==> src/rtl/cw305_pulpino_mailbox_ctrl.sv <==
// Byte-mailbox sequencer between the CW305 host register bank and the PULPino core.
// Runs entirely in crypto_clk. Host flags arrive as toggles and are synchronised
// here; host data is sampled only once its request toggle has crossed the
// synchroniser. Core-side bytes use valid/ready, with a small TX FIFO toward the host.
module cw305_pulpino_mailbox_ctrl #(
    parameter int pFIFO_DEPTH  = 4,
    parameter int pSYNC_STAGES = 2
) (
    input  logic                           crypto_clk,
    input  logic                           reset_i,
    input  logic [7:0]                     I_ext_data,
    input  logic [7:0]                     I_ext_flags,
    output logic [7:0]                     O_pulpino_data,
    output logic [7:0]                     O_pulpino_flags,
    output logic [7:0]                     rx_data,
    output logic                           rx_valid,
    input  logic                           rx_ready,
    input  logic [7:0]                     tx_data,
    input  logic                           tx_valid,
    output logic                           tx_ready,
    output logic [$clog2(pFIFO_DEPTH):0]   tx_level
);

    localparam int PTR_W = $clog2(pFIFO_DEPTH);
    localparam int LVL_W = PTR_W + 1;
    localparam logic [LVL_W-1:0] LVL_FULL = LVL_W'(pFIFO_DEPTH);

    typedef enum logic {
        RX_IDLE,
        RX_HOLD
    } rx_state_t;

    typedef enum logic {
        TX_IDLE,
        TX_WAIT
    } tx_state_t;

    // Synchroniser chains for the two host toggle bits
    logic [pSYNC_STAGES-1:0] req_sync;
    logic [pSYNC_STAGES-1:0] ack_sync;
    logic                    req_s;
    logic                    ack_s;
    logic                    ack_s_q;

    // RX side state
    rx_state_t rx_state;
    logic      rx_ack;

    // TX FIFO state
    logic [7:0]       fifo_mem [pFIFO_DEPTH];
    logic [PTR_W-1:0] wr_ptr;
    logic [PTR_W-1:0] rd_ptr;
    logic [LVL_W-1:0] level_next;
    logic             tx_push;
    logic             tx_pop;
    logic             tx_nonempty;

    // TX side handshake state
    tx_state_t tx_state;
    logic      tx_req;
    logic      spurious_err;

    // The upper host flag bits carry no meaning for this block
    logic unused_flag_bits;
    assign unused_flag_bits = ^I_ext_flags[7:2];

    assign req_s = req_sync[pSYNC_STAGES-1];
    assign ack_s = ack_sync[pSYNC_STAGES-1];

    // Shift the host request/ack toggles through their synchroniser chains
    always_ff @(posedge crypto_clk) begin
        if (reset_i) begin
            req_sync <= '0;
            ack_sync <= '0;
        end else begin
            req_sync <= {req_sync[pSYNC_STAGES-2:0], I_ext_flags[0]};
            ack_sync <= {ack_sync[pSYNC_STAGES-2:0], I_ext_flags[1]};
        end
    end

    // RX sequencer: capture a host byte on a new request, hold it until the core takes it
    always_ff @(posedge crypto_clk) begin
        if (reset_i) begin
            rx_state <= RX_IDLE;
            rx_data  <= '0;
            rx_valid <= 1'b0;
            rx_ack   <= 1'b0;
        end else begin
            case (rx_state)
                RX_IDLE: begin
                    if (req_s != rx_ack) begin
                        rx_data  <= I_ext_data;
                        rx_valid <= 1'b1;
                        rx_state <= RX_HOLD;
                    end
                end
                RX_HOLD: begin
                    if (rx_valid && rx_ready) begin
                        rx_valid <= 1'b0;
                        rx_ack   <= ~rx_ack;
                        rx_state <= RX_IDLE;
                    end
                end
                default: rx_state <= RX_IDLE;
            endcase
        end
    end

    // FIFO accepts whenever not full; a pop in the same cycle does not free a slot early
    assign tx_ready = (tx_level != LVL_FULL);
    assign tx_push  = tx_valid && tx_ready;
    assign tx_pop   = (tx_state == TX_WAIT) && (ack_s == tx_req);

    // Next occupancy; a simultaneous push and pop leaves it unchanged
    always_comb begin
        level_next = tx_level;
        case ({tx_push, tx_pop})
            2'b10:   level_next = tx_level + 1'b1;
            2'b01:   level_next = tx_level - 1'b1;
            default: level_next = tx_level;
        endcase
    end

    // FIFO storage; contents need no reset since the pointers define validity
    always_ff @(posedge crypto_clk) begin
        if (tx_push) begin
            fifo_mem[wr_ptr] <= tx_data;
        end
    end

    // FIFO pointers, occupancy and the registered non-empty status bit
    always_ff @(posedge crypto_clk) begin
        if (reset_i) begin
            wr_ptr      <= '0;
            rd_ptr      <= '0;
            tx_level    <= '0;
            tx_nonempty <= 1'b0;
        end else begin
            if (tx_push) begin
                wr_ptr <= wr_ptr + 1'b1;
            end
            if (tx_pop) begin
                rd_ptr <= rd_ptr + 1'b1;
            end
            tx_level    <= level_next;
            tx_nonempty <= (level_next != '0);
        end
    end

    // TX sequencer: present the FIFO head to the host and retire it once the host acks
    always_ff @(posedge crypto_clk) begin
        if (reset_i) begin
            tx_state       <= TX_IDLE;
            O_pulpino_data <= '0;
            tx_req         <= 1'b0;
            ack_s_q        <= 1'b0;
            spurious_err   <= 1'b0;
        end else begin
            ack_s_q <= ack_s;
            if ((tx_state == TX_IDLE) && (ack_s != ack_s_q)) begin
                spurious_err <= 1'b1;
            end
            case (tx_state)
                TX_IDLE: begin
                    if (tx_level != '0) begin
                        O_pulpino_data <= fifo_mem[rd_ptr];
                        tx_req         <= ~tx_req;
                        tx_state       <= TX_WAIT;
                    end
                end
                TX_WAIT: begin
                    if (ack_s == tx_req) begin
                        tx_state <= TX_IDLE;
                    end
                end
                default: tx_state <= TX_IDLE;
            endcase
        end
    end

    assign O_pulpino_flags = {4'b0000, spurious_err, tx_nonempty, tx_req, rx_ack};

endmodule

==> config.mk <==
export PLATFORM = sky130hd
export DESIGN_NAME = cw305_pulpino_mailbox_ctrl
export DESIGN_NICKNAME = d
export VERILOG_FILES = /design/src/rtl/cw305_pulpino_mailbox_ctrl.sv
export SDC_FILE = /design/constraint.sdc
export NUM_CORES = 1
export LEC_CHECK = 0
export CAP_MARGIN = 20
export CORE_UTILIZATION = 45
export DETAILED_ROUTE_END_ITERATION = 7
export GPL_TIMING_DRIVEN = 1
export PLACE_DENSITY = 0.81
export SLEW_MARGIN = 10
export SYNTH_ARGS = -nofsm -noshare
export SYNTH_HDL_FRONTEND = slang
export SYNTH_SLANG_ARGS = --single-unit
==> constraint.sdc <==
create_clock -name crypto_clk -period 3.8 [get_ports crypto_clk]
set_input_delay 0.76 -clock crypto_clk [delete_from_list [all_inputs] [get_ports crypto_clk]]
set_output_delay 0.76 -clock crypto_clk [all_outputs]
set_load 0.01 [all_outputs]
==> metrics.log, run 1 <==
INFO  metric result_of_the_run = finished, final reports clean
INFO  metric worst-path-max-fanout = 10
INFO  metric met2_usage = 26.3%
INFO  metric grt-busiest-layer = met2
INFO  metric max_capacitance_violation_count = 0
INFO  metric grt_util_all_layers = 16.4%
INFO  metric area_growth_syn_to_layout = 23.7%
INFO  metric via_density_per_instance = 5.19
INFO  metric ctsHtreeMaxLevel = 3
INFO  metric path_class = flip-flop to output pin
INFO  metric cts.repair.resized = 0
INFO  metric syn-instance-count = 215
INFO  metric first_pass_detailed_route_iteration_total = 4
INFO  metric yosys.area.top_type = sky130_fd_sc_hd__edfxtp_1
INFO  metric hold_buffers = 0
INFO  metric use_met1 = 18.8%
INFO  metric hp-start = req_sync[0]
INFO  metric mostFrequentLayoutCell = sky130_fd_sc_hd__clkdlybuf4s50_1
INFO  metric fp.dieH = 79.1 µm
INFO  metric crit_chain = or3b_1 > clkdlybuf4s50_1
INFO  metric io_pins = 57
INFO  metric cts_max_path_buffers = 2
INFO  metric drtIter0Drc = 62
INFO  metric die_area = 6260 µm²
INFO  metric hold_violations = 0
INFO  metric clock_tree_from_tritoncts = yes
INFO  metric vias = 1733
INFO  metric finClkSkew = 0.00700 ns
INFO  metric chipWidth = 79.1 µm
INFO  metric tightest_slew = 0.812 ns
INFO  metric critical-path-slowest-cell = sky130_fd_sc_hd__clkdlybuf4s50_1
INFO  metric placed_cells_incl_taps = 318
INFO  metric drive_above_1_share = 13.4%
INFO  metric placement_rows = 27
INFO  metric cpPeakStageDelay = 0.53 ns
INFO  metric synth_cell_type_count = 36
INFO  metric timing.hold.worst_endpoint = req_sync[1]
INFO  metric groute.layer.met3.usage = 7.13%
INFO  metric yosys_synthesis_warning_count = 0
INFO  metric r2r_setup_slack = 1.38 ns
INFO  metric hold_path_class = flip-flop to flip-flop
INFO  metric cp_data_required_time = 3.04 ns
INFO  metric layout_common_cells = sky130_fd_sc_hd__clkdlybuf4s50_1 (46), sky130_fd_sc_hd__dfxtp_1 (35), sky130_fd_sc_hd__edfxtp_1 (32), sky130_fd_sc_hd__a21oi_1 (24), sky130_fd_sc_hd__o21ai_0 (19)
INFO  metric timing.setup.tns = 0 ns
INFO  metric crit-reg2reg-capture = tx_nonempty
INFO  metric initial_core_util = 47.7%
INFO  metric rr_startpoint = tx_level[2]
INFO  metric total_of_buffers_placed_on_input_and_output_ports = 46
INFO  metric slew_violations = 0
INFO  metric period_minus_slack = 2.57 ns
INFO  metric fmaxAchievable = 390 MHz
INFO  metric antenna_found_initial = 0
INFO  metric ys_top_cells_by_area = sky130_fd_sc_hd__edfxtp_1 (36%), sky130_fd_sc_hd__dfxtp_1 (26%), sky130_fd_sc_hd__mux4_2 (6.7%)
INFO  metric post-route-drc-count = 0
INFO  metric clk_pin_slew_worst_paths = 0.07 ns
INFO  metric synth_top_area_share = 35.9%
INFO  metric setup_repair_after_global_routing_missed_its_margin = false
INFO  metric wp_data_arrival = 1.81 ns
INFO  metric root_buffer = sky130_fd_sc_hd__clkbuf_8
INFO  metric power_density = 593 nW/µm²
INFO  metric number_of_buffers_created_by_cts = 9
INFO  metric postRouteWirelength = 4.61 mm
INFO  metric grt_max_degree = 18
INFO  metric clock_insertion_delay_worst_skew = 0.35 ns
INFO  metric worstSetupStartpointType = flip-flop
INFO  metric fin_cells = 334
INFO  metric max-slew-margin-rel = 45.4%
INFO  metric design.core.area = 5610 µm²
INFO  metric mappedNetlistArea = 2680 µm²
INFO  metric grt_pass1_wl = 7.51 mm
INFO  metric antennaDiodeCount = 0
INFO  metric post_cts_buffers = 0
INFO  metric synth_area_per_cell = 12.5 µm²
INFO  metric hpwl = 3.10 mm
INFO  metric rr_worst_depth = 8
INFO  metric final_weighted_congestion_in_routability_driven_placement = 0.680
INFO  metric post_drt_wl_per_cell = 13.8 µm
INFO  metric synth.ff_latch_count = 67
INFO  metric globalRouteOverflowTotal = 0
INFO  metric holdPathStages = 1
INFO  metric yosysSeqAreaShare = 62.1%
INFO  metric ant_nets = 0
INFO  metric cts.sinks = 67
INFO  metric p_leak = 1.15 nW
INFO  metric end_kind = output pin
INFO  metric timing.final.setup_violations = 0
INFO  metric finalCritPeriodShare = 67.5%
INFO  metric grt_pass1_vias = 1649
INFO  metric power.ir.vdd_worst = 0.301 mV
INFO  metric finish.net_count = 291
state kept, by name (all words and copies together) (netlist names):
signal	cells
tx_nonempty	1
ack_sync	2
fifo_mem	32
rx_valid	1
rx_data	8
spurious_err	1
wr_ptr	2
ack_s_q	1
tx_level	3
rd_ptr	2
req_sync	2
rx_state	1
tx_req	1
rx_ack	1
tx_state	1
O_pulpino_data	8
layer usage:
metal	share of wire [%]	wire length, µm
met4	1.6	72
met1	44	2020
met3	5.5	253
met2	49	2260
met5	0	0
critical path, delay by kind of cell (launching register included):
kind / cells / cell delay, ns
buf+inv: 1 / 0.53
simple gates: 1 / 0.51
flops: 1 / 0.42
per-stage QoR:
| step | cell area (µm²) | setup slack (ns) | total power (W) | hold slack (ns) | util, % |
|---|---|---|---|---|---|
| finish | 3310 | 1.23 | 0.00196 | 0.441 | 59.1 |
| floorplan | 2690 | 1.46 | 0.00128 | 0.414 | - |
| detailed placement | 3140 | 0.971 | 0.00146 | 0.427 | 55.9 |
| global placement | 3140 | 1.00 | 0.00145 | 0.418 | 55.9 |
| global route | 3310 | 1.14 | 0.00208 | 0.462 | 59.1 |
| CTS | 3310 | 1.20 | 0.00198 | 0.447 | 59.1 |
cells by family after synthesis:
group	Yosys count	share of synthesized area (%)
adder cells (fa/ha/maj)	6	3.08
buffers and inverters	28	5.56
multiplexers	9	7.15
AND/OR/NAND/NOR	49	9.95
other	1	0.140
flip-flops	67	62.1
XOR/XNOR	7	2.57
AO/OA/AOI/OAI	48	9.49
layout make-up:
cell class	count	area (µm²)
flip-flops and latches	67	1660
clock buffers	9	124
multi-input cells	123	878
inverters	8	30.0
repair buffers	48	475
well taps	72	90.1
clock inverters	7	52.6
fillers	467	2300
synthesized netlist by cell type (all sizes together):
| cell | n |
|---|---|
| dfxtp | 35 |
| edfxtp | 32 |
| a21oi | 24 |
| o21ai | 19 |
| nand3 | 18 |
| buf | 13 |
| mux4 | 8 |
| clkbuf | 7 |
| inv | 7 |
| nor2 | 6 |
| nor2b | 6 |
| and3 | 5 |
| ha | 5 |
| xor2 | 5 |
| nand2 | 4 |
| nor3 | 3 |
| or3 | 3 |
| a21o | 2 |
| xnor2 | 2 |
| a211oi | 1 |
| a31o | 1 |
| clkinv | 1 |
| conb | 1 |
| fa | 1 |
| mux2 | 1 |
| o211ai | 1 |
| or2 | 1 |
| or2b | 1 |
| or3b | 1 |
| or4 | 1 |
power by group:
part	switching, W	total [W]	leakage [nW]	internal (W)
registers	0.0000799	0.000939	0.580	0.000859
clock network	0.000277	0.000517	0.0861	0.000240
logic	0.000242	0.000506	0.481	0.000264
how the worst max path moves through the flow:
stage	startpoint	to	slack, ns	depth (start not counted)
5_1_grt	tx_level[2]	tx_ready	1.14	2
3_5_place_dp	tx_valid	tx_nonempty	0.97	8
6_report	tx_level[2]	tx_ready	1.23	2
2_1_floorplan	tx_valid	tx_nonempty	1.46	8
3_3_place_gp	tx_valid	tx_nonempty	1.00	8
4_1_cts	tx_level[2]	tx_ready	1.20	2
No activity file was read; power rests on OpenSTA's default activity.
==> run 2, diff against run 1 <==
Clock period 3.8 ns to 2.5 ns, I/O delays scaled along.
==> metrics.log, run 2 (same netlist as run 1, synthesis figures left out) <==
INFO  metric rr_worst_depth = 8 (unchanged)
INFO  metric cpPeakStageDelay = 0.47 ns (-0.06 ns)
INFO  metric total_switching_power = 0.000935 W (+56%)
INFO  metric timing.hold.worst_endpoint = req_sync[1]
INFO  metric post-route-drc-count = 0 (unchanged)
INFO  metric grt_pass1_vias = 1655 (+0.36%)
INFO  metric multi_input_comb_area = 878 µm² (unchanged)
INFO  metric power_density = 908 nW/µm² (+53%)
INFO  metric slew_violations = 0 (unchanged)
INFO  metric drtIter0Drc = 80 (+29%)
INFO  metric timing.setup.tns = 0 ns (unchanged)
INFO  metric chipWidth = 79.1 µm (unchanged)
INFO  metric globalRouteOverflowTotal = 0 (unchanged)
INFO  metric largest-register = fifo_mem
INFO  metric cp_data_required_time = 2.00 ns (-1.04 ns)
INFO  metric crit_chain = or3b_1 > buf_4 > clkdlybuf4s50_1
INFO  metric antennaDiodeCount = 0 (unchanged)
INFO  metric finClkSkew = 0.00999 ns (+0.00299 ns)
INFO  metric post-route-worst-setup-slack = 0.203 ns (-1.03 ns)
INFO  metric postRouteWirelength = 4.67 mm (+1.5%)
INFO  metric ant_nets = 0 (unchanged)
INFO  metric die_area = 6260 µm² (unchanged)
INFO  metric fp.dieH = 79.1 µm (unchanged)
INFO  metric period_minus_slack = 2.30 ns
INFO  metric area_growth_syn_to_layout = 24.2%
INFO  metric rr_startpoint = tx_level[2]
INFO  metric placement_rows = 27 (unchanged)
INFO  metric hold_path_class = flip-flop to flip-flop
INFO  metric hpwl = 3.20 mm (+3.0%)
INFO  metric ctsHtreeMaxLevel = 3 (unchanged)
INFO  metric number_of_buffers_created_by_cts = 9 (unchanged)
INFO  metric worstSetupStartpointType = flip-flop
INFO  metric hold_buffers = 0 (unchanged)
INFO  metric p_int = 0.00209 W (+53%)
INFO  metric p_leak = 1.16 nW (+0.73%)
INFO  metric first_pass_detailed_route_iteration_total = 4 (unchanged)
INFO  metric antenna_found_initial = 0 (unchanged)
INFO  metric cp_num_buf_inv = 2 (+1)
INFO  metric layout.area.seq = 1660 µm² (unchanged)
INFO  metric layout_common_cells = sky130_fd_sc_hd__clkdlybuf4s50_1 (46), sky130_fd_sc_hd__dfxtp_1 (35), sky130_fd_sc_hd__edfxtp_1 (32), sky130_fd_sc_hd__a21oi_1 (24), sky130_fd_sc_hd__o21ai_0 (19)
INFO  metric finalCritPeriodShare = 91.9%
INFO  metric power.ir.vdd_worst = 0.374 mV (+24%)
INFO  metric clk_pin_slew_worst_paths = 0.07 ns (about the same)
INFO  metric max_capacitance_violation_count = 0 (unchanged)
INFO  metric clock_power_share = 26.4% (about the same)
INFO  metric post_drt_wl_per_cell = 13.9 µm (+0.85%)
INFO  metric grt_pass1_wl = 7.60 mm (+1.1%)
INFO  metric hold_violations = 0 (unchanged)
INFO  metric clock_tree_from_tritoncts = yes
INFO  metric final_weighted_congestion_in_routability_driven_placement = 0.725 (+6.8%)
INFO  metric clock_insertion_delay_worst_skew = 0.34 ns (about the same)
INFO  metric preCtsSetupSlack = 0.0691 ns (-0.902 ns)
INFO  metric fmaxAchievable = 435 MHz
INFO  metric initial_core_util = 47.7% (unchanged)
INFO  metric max-slew-margin-rel = 41.0% (-4.5 points)
INFO  metric fin_total_pwr = 0.00302 W (+54%)
INFO  metric gate_family_responsible_for_the_most_delay_along_the_worst_path = buffers and inverters
INFO  metric number_of_flip_flops_under_the_largest_register_name = 32 (unchanged)
INFO  metric io_pins = 57 (unchanged)
INFO  metric r2r_setup_slack = 0.24 ns (-1.14 ns)
INFO  metric result_of_the_run = finished, final reports clean
INFO  metric via_density_per_instance = 5.15 (-0.82%)
INFO  metric post_cts_buffers = 0 (unchanged)
INFO  metric grt_max_degree = 37 (+19)
INFO  metric root_buffer = sky130_fd_sc_hd__clkbuf_8
INFO  metric tightest_slew = 0.879 ns (+0.0665 ns)
INFO  metric finish.net_count = 293 (+0.69%)
INFO  metric switching_share = 30.9% (+0.41 points)
INFO  metric mostFrequentLayoutCell = sky130_fd_sc_hd__clkdlybuf4s50_1
INFO  metric total_of_buffers_placed_on_input_and_output_ports = 46 (unchanged)
INFO  metric crit-reg2reg-capture = tx_nonempty
INFO  metric cts_max_path_buffers = 2 (unchanged)
INFO  metric seq_power_share = 47.3% (-0.6 points)
INFO  metric design.core.area = 5610 µm² (unchanged)
INFO  metric p_comb_share = 26.3% (+0.5 points)
INFO  metric cts.sinks = 67 (unchanged)
INFO  metric end_kind = output pin
INFO  metric worst-path-max-fanout = 9 (-1)
INFO  metric drive_above_1_share = 14.0% (+0.66 points)
INFO  metric n_fill_cell = 475 (+1.7%)
INFO  metric path_class = flip-flop to output pin
INFO  metric largestRegisters = fifo_mem (32), O_pulpino_data (8), rx_data (8)
INFO  metric timing.final.setup_violations = 0 (unchanged)
INFO  metric cts.repair.resized = 0 (unchanged)
INFO  metric vias = 1729 (-0.23%)
INFO  metric grt_util_all_layers = 16.4% (about the same)
INFO  metric hp-start = req_sync[0]
INFO  metric holdPathStages = 1 (unchanged)
INFO  metric setup_repair_after_global_routing_missed_its_margin = false
INFO  metric critical-path-slowest-cell = sky130_fd_sc_hd__clkdlybuf4s50_1
INFO  metric wp_data_arrival = 1.80 ns (about the same)
run 2: changes by cell type in the layout (fill, tap and decap cells not counted):
cell / previous run / this run
sky130_fd_sc_hd__clkinvlp_2: 1 / 0
sky130_fd_sc_hd__clkinvlp_4: 1 / 2
sky130_fd_sc_hd__clkinv_4: 2 / 1
sky130_fd_sc_hd__clkinv_2: 1 / 2
sky130_fd_sc_hd__buf_4: 2 / 4
run 2: worst max path at each step:
stage | from | endpoint | slack [ns] | cells past startpoint
final | tx_level[2] | tx_ready | 0.20 | 3
after global routing | tx_state | tx_nonempty | 0.07 | 8
after CTS | tx_level[2] | tx_ready | 0.20 | 3
after detailed placement | tx_valid | tx_nonempty | 0.07 | 8
after global placement | tx_valid | tx_nonempty | 0.1 | 8
after floorplan | tx_level[2] | tx_nonempty | 0.22 | 9
run 2: layout make-up:
class	instances	share of cell area [%]
inverters	8	0.903
well taps	72	2.71
clock buffers	9	3.72
repair buffers	50	14.7
multi-input cells	123	26.4
flip-flops and latches	67	50.0
clock inverters	7	1.54
run 2: power groups by stage:
stage / registers (W) / logic [W] / clock network (W)
floorplan: 0.00143 / 0.000516 / 0
global placement: 0.00145 / 0.000769 / 0
detailed placement: 0.00146 / 0.000799 / 0
CTS: 0.00143 / 0.000801 / 0.000808
global route: 0.00145 / 0.000878 / 0.000855
finish: 0.00143 / 0.000794 / 0.000798
run 2: worst register-to-register path: stages, from the launching register on:
cell                       delay [ns]
sky130_fd_sc_hd__dfxtp_1         0.40
sky130_fd_sc_hd__or3b_1          0.41
sky130_fd_sc_hd__nand2_1         0.09
sky130_fd_sc_hd__ha_1            0.17
sky130_fd_sc_hd__inv_1           0.07
sky130_fd_sc_hd__fa_1            0.38
sky130_fd_sc_hd__xor2_1          0.16
sky130_fd_sc_hd__or4_1           0.42
sky130_fd_sc_hd__o211ai_1        0.10
run 2: through the flow:
stage,instances,hold WS [ns],area [µm²],util [%]
detailed placement,320,0.428,3150,56.2
floorplan,218,0.414,2690,-
finish,336,0.440,3330,59.3
global route,336,0.476,3330,59.3
global placement,320,0.419,3150,56.2
CTS,336,0.444,3330,59.3
run 2: routing by layer:
metal	vias to the layer above	global-route usage (%)	wire length, µm
li1	855	-	-
met3	7	4.94	224
met1	828	20.3	2150
met5	-	0	0
met2	39	25.9	2230
met4	0	8.18	74
==> run 3, diff against run 2 <==
--- a/config.mk
+++ b/config.mk
@@ -8,3 +8,5 @@
 export CAP_MARGIN = 20
+export CORE_MARGIN = 5
 export CORE_UTILIZATION = 45
+export CTS_BUF_LIST = sky130_fd_sc_hd__clkbuf_4
 export DETAILED_ROUTE_END_ITERATION = 7
--- a/constraint.sdc
+++ b/constraint.sdc
@@ -3,2 +3,2 @@
 set_output_delay 0.5 -clock crypto_clk [all_outputs]
-set_load 0.01 [all_outputs]
+set_load 0.005 [all_outputs]
==> metrics.log, run 3 (same netlist as run 1, synthesis figures left out) <==
INFO  metric result_of_the_run = finished, final reports clean
INFO  metric clock_insertion_delay_worst_skew = 0.42 ns (+0.08 ns)
INFO  metric mostFrequentLayoutCell = sky130_fd_sc_hd__clkdlybuf4s50_1
INFO  metric max_capacitance_violation_count = 0 (unchanged)
INFO  metric largest-register = fifo_mem
INFO  metric worstSetupStartpointType = flip-flop
INFO  metric hold_buffers = 0 (unchanged)
INFO  metric initial_core_util = 45.8% (-2.0 points)
INFO  metric clk_pin_slew_worst_paths = 0.10 ns (+0.03 ns)
INFO  metric worst-path-max-fanout = 9 (unchanged)
INFO  metric p_leak = 1.14 nW (-1.2%)
INFO  metric area_growth_syn_to_layout = 22.8%
INFO  metric power.ir.vdd_worst = 0.374 mV (about the same)
INFO  metric number_of_flip_flops_under_the_largest_register_name = 32 (unchanged)
INFO  metric wp_data_arrival = 1.86 ns (+0.06 ns)
INFO  metric layout.area.seq = 1660 µm² (unchanged)
INFO  metric end_kind = output pin
INFO  metric clock_tree_from_tritoncts = yes
INFO  metric finish.net_count = 295 (+0.68%)
INFO  metric placed_cells_incl_taps = 325 (+1.6%)
INFO  metric postRouteWirelength = 4.98 mm (+6.5%)
INFO  metric drive_above_1_share = 14.7% (+0.65 points)
INFO  metric vias = 1751 (+1.3%)
INFO  metric design.core.area = 5850 µm² (+4.3%)
INFO  metric grt_max_degree = 26 (-30%)
INFO  metric io_pins = 57 (unchanged)
INFO  metric power_density = 852 nW/µm² (-6.2%)
INFO  metric finalCritPeriodShare = 94.6% (+2.7 points)
INFO  metric cts_max_path_buffers = 2 (unchanged)
INFO  metric first_pass_detailed_route_iteration_total = 4 (unchanged)
INFO  metric largestRegisters = fifo_mem (32), O_pulpino_data (8), rx_data (8)
INFO  metric fp.dieH = 87.1 µm (+10%)
INFO  metric path_class = flip-flop to output pin
INFO  metric root_buffer = sky130_fd_sc_hd__clkbuf_4
INFO  metric fin_total_pwr = 0.00280 W (-7.3%)
INFO  metric placement_rows = 28 (+3.7%)
INFO  metric grt_util_all_layers = 14.3% (-2.0 points)
INFO  metric worst_hold_slack = 0.448 ns (+0.00861 ns)
INFO  metric total_of_buffers_placed_on_input_and_output_ports = 46 (unchanged)
INFO  metric cp_data_required_time = 2.00 ns (about the same)
INFO  metric hpwl = 3.54 mm (+11%)
INFO  metric ctsHtreeMaxLevel = 3 (unchanged)
INFO  metric fmaxAchievable = 423 MHz (-2.9%)
INFO  metric timing.final.setup_violations = 0 (unchanged)
INFO  metric number_of_buffers_created_by_cts = 9 (unchanged)
INFO  metric post_cts_buffers = 0 (unchanged)
INFO  metric tightest_slew = 0.824 ns (-0.0552 ns)
INFO  metric post_drt_wl_per_cell = 14.6 µm (+4.9%)
INFO  metric die_area = 7590 µm² (+21%)
INFO  metric final_weighted_congestion_in_routability_driven_placement = 0.768 (+5.9%)
INFO  metric antenna_found_initial = 0 (unchanged)
INFO  metric fin_cells = 341 (+1.5%)
INFO  metric chipWidth = 87.1 µm (+10%)
INFO  metric antennaDiodeCount = 0 (unchanged)
INFO  metric slew_violations = 0 (unchanged)
INFO  metric max-slew-margin-rel = 44.7% (+3.7 points)
INFO  metric hold_path_class = flip-flop to flip-flop
INFO  metric hold_violations = 0 (unchanged)
INFO  metric post-route-drc-count = 0 (unchanged)
INFO  metric setup_repair_after_global_routing_missed_its_margin = false
INFO  metric grt_pass1_wl = 8.07 mm (+6.3%)
INFO  metric globalRouteOverflowTotal = 0 (unchanged)
INFO  metric multi_input_comb_area = 878 µm² (unchanged)
INFO  metric drtIter0Drc = 98 (+23%)
INFO  metric cts.repair.resized = 0 (unchanged)
INFO  metric period_minus_slack = 2.36 ns (+0.0678 ns)
INFO  metric finClkSkew = 0.0146 ns (+0.00459 ns)
INFO  metric layout_common_cells = sky130_fd_sc_hd__clkdlybuf4s50_1 (46), sky130_fd_sc_hd__dfxtp_1 (35), sky130_fd_sc_hd__edfxtp_1 (32), sky130_fd_sc_hd__a21oi_1 (24), sky130_fd_sc_hd__o21ai_0 (19)
INFO  metric grt_pass1_vias = 1688 (+2.0%)
INFO  metric utilization = 56.2% (-3.1 points)
INFO  metric via_density_per_instance = 5.13 (-0.21%)
INFO  metric timing.setup.tns = 0 ns (unchanged)
INFO  metric cts.sinks = 67 (unchanged)
INFO  metric n_fill_cell = 487 (+2.5%)
INFO  metric ant_nets = 0 (unchanged)
run 3: path summary, 6_finish.rpt:
path | to | slack (ns) | depth (start not counted) | start
max | tx_ready | 0.14 | 3 | tx_level[2]
max reg2reg | tx_nonempty | 0.23 | 8 | tx_level[2]
min reg2reg | req_sync[1] | 0.45 | 1 | req_sync[0]
min | req_sync[1] | 0.45 | 1 | req_sync[0]
run 3: power breakdown:
| part | leakage (nW) | total [W] | switching (W) | internal [W] |
|---|---|---|---|---|
| combinational | 0.499 | 0.000772 | 0.000351 | 0.000421 |
| sequential | 0.580 | 0.00142 | 0.000112 | 0.00130 |
| clock | 0.0624 | 0.000611 | 0.000396 | 0.000215 |
| total | 1.14 | 0.00280 | 0.000859 | 0.00194 |
run 3: cell type report:
type / instances / share of cell area, %
sequential: 67 / 50.6
multi-input combinational: 123 / 26.7
timing repair buffer: 52 / 15.4
tap: 75 / 2.85
clock buffer: 10 / 2.28
clock inverter: 6 / 1.29
inverter: 8 / 0.914
run 3: worst max-delay path, cell delays in order, from the launching register on:
cell and delay [ns]:
sky130_fd_sc_hd__dfxtp_1 0.42, sky130_fd_sc_hd__or3b_1 0.40, sky130_fd_sc_hd__buf_4 0.18, sky130_fd_sc_hd__clkdlybuf4s50_1 0.45
run 3: through the flow:
| stage | setup slack (ns) | cell area, µm² |
|---|---|---|
| global placement | 0.0912 | 3170 |
| global route | 0.0473 | 3290 |
| CTS | 0.106 | 3290 |
| detailed placement | 0.0839 | 3170 |
| floorplan | 0.261 | 2690 |
| finish | 0.136 | 3290 |
run 3: routing by layer:
metal	wire length, µm	global-route usage (%)	vias to the layer above
li1	-	-	862
met1	2070	17.2	822
met2	2420	22.2	55
met3	375	5.96	12
met4	106	6.97	0
met5	0	0	-
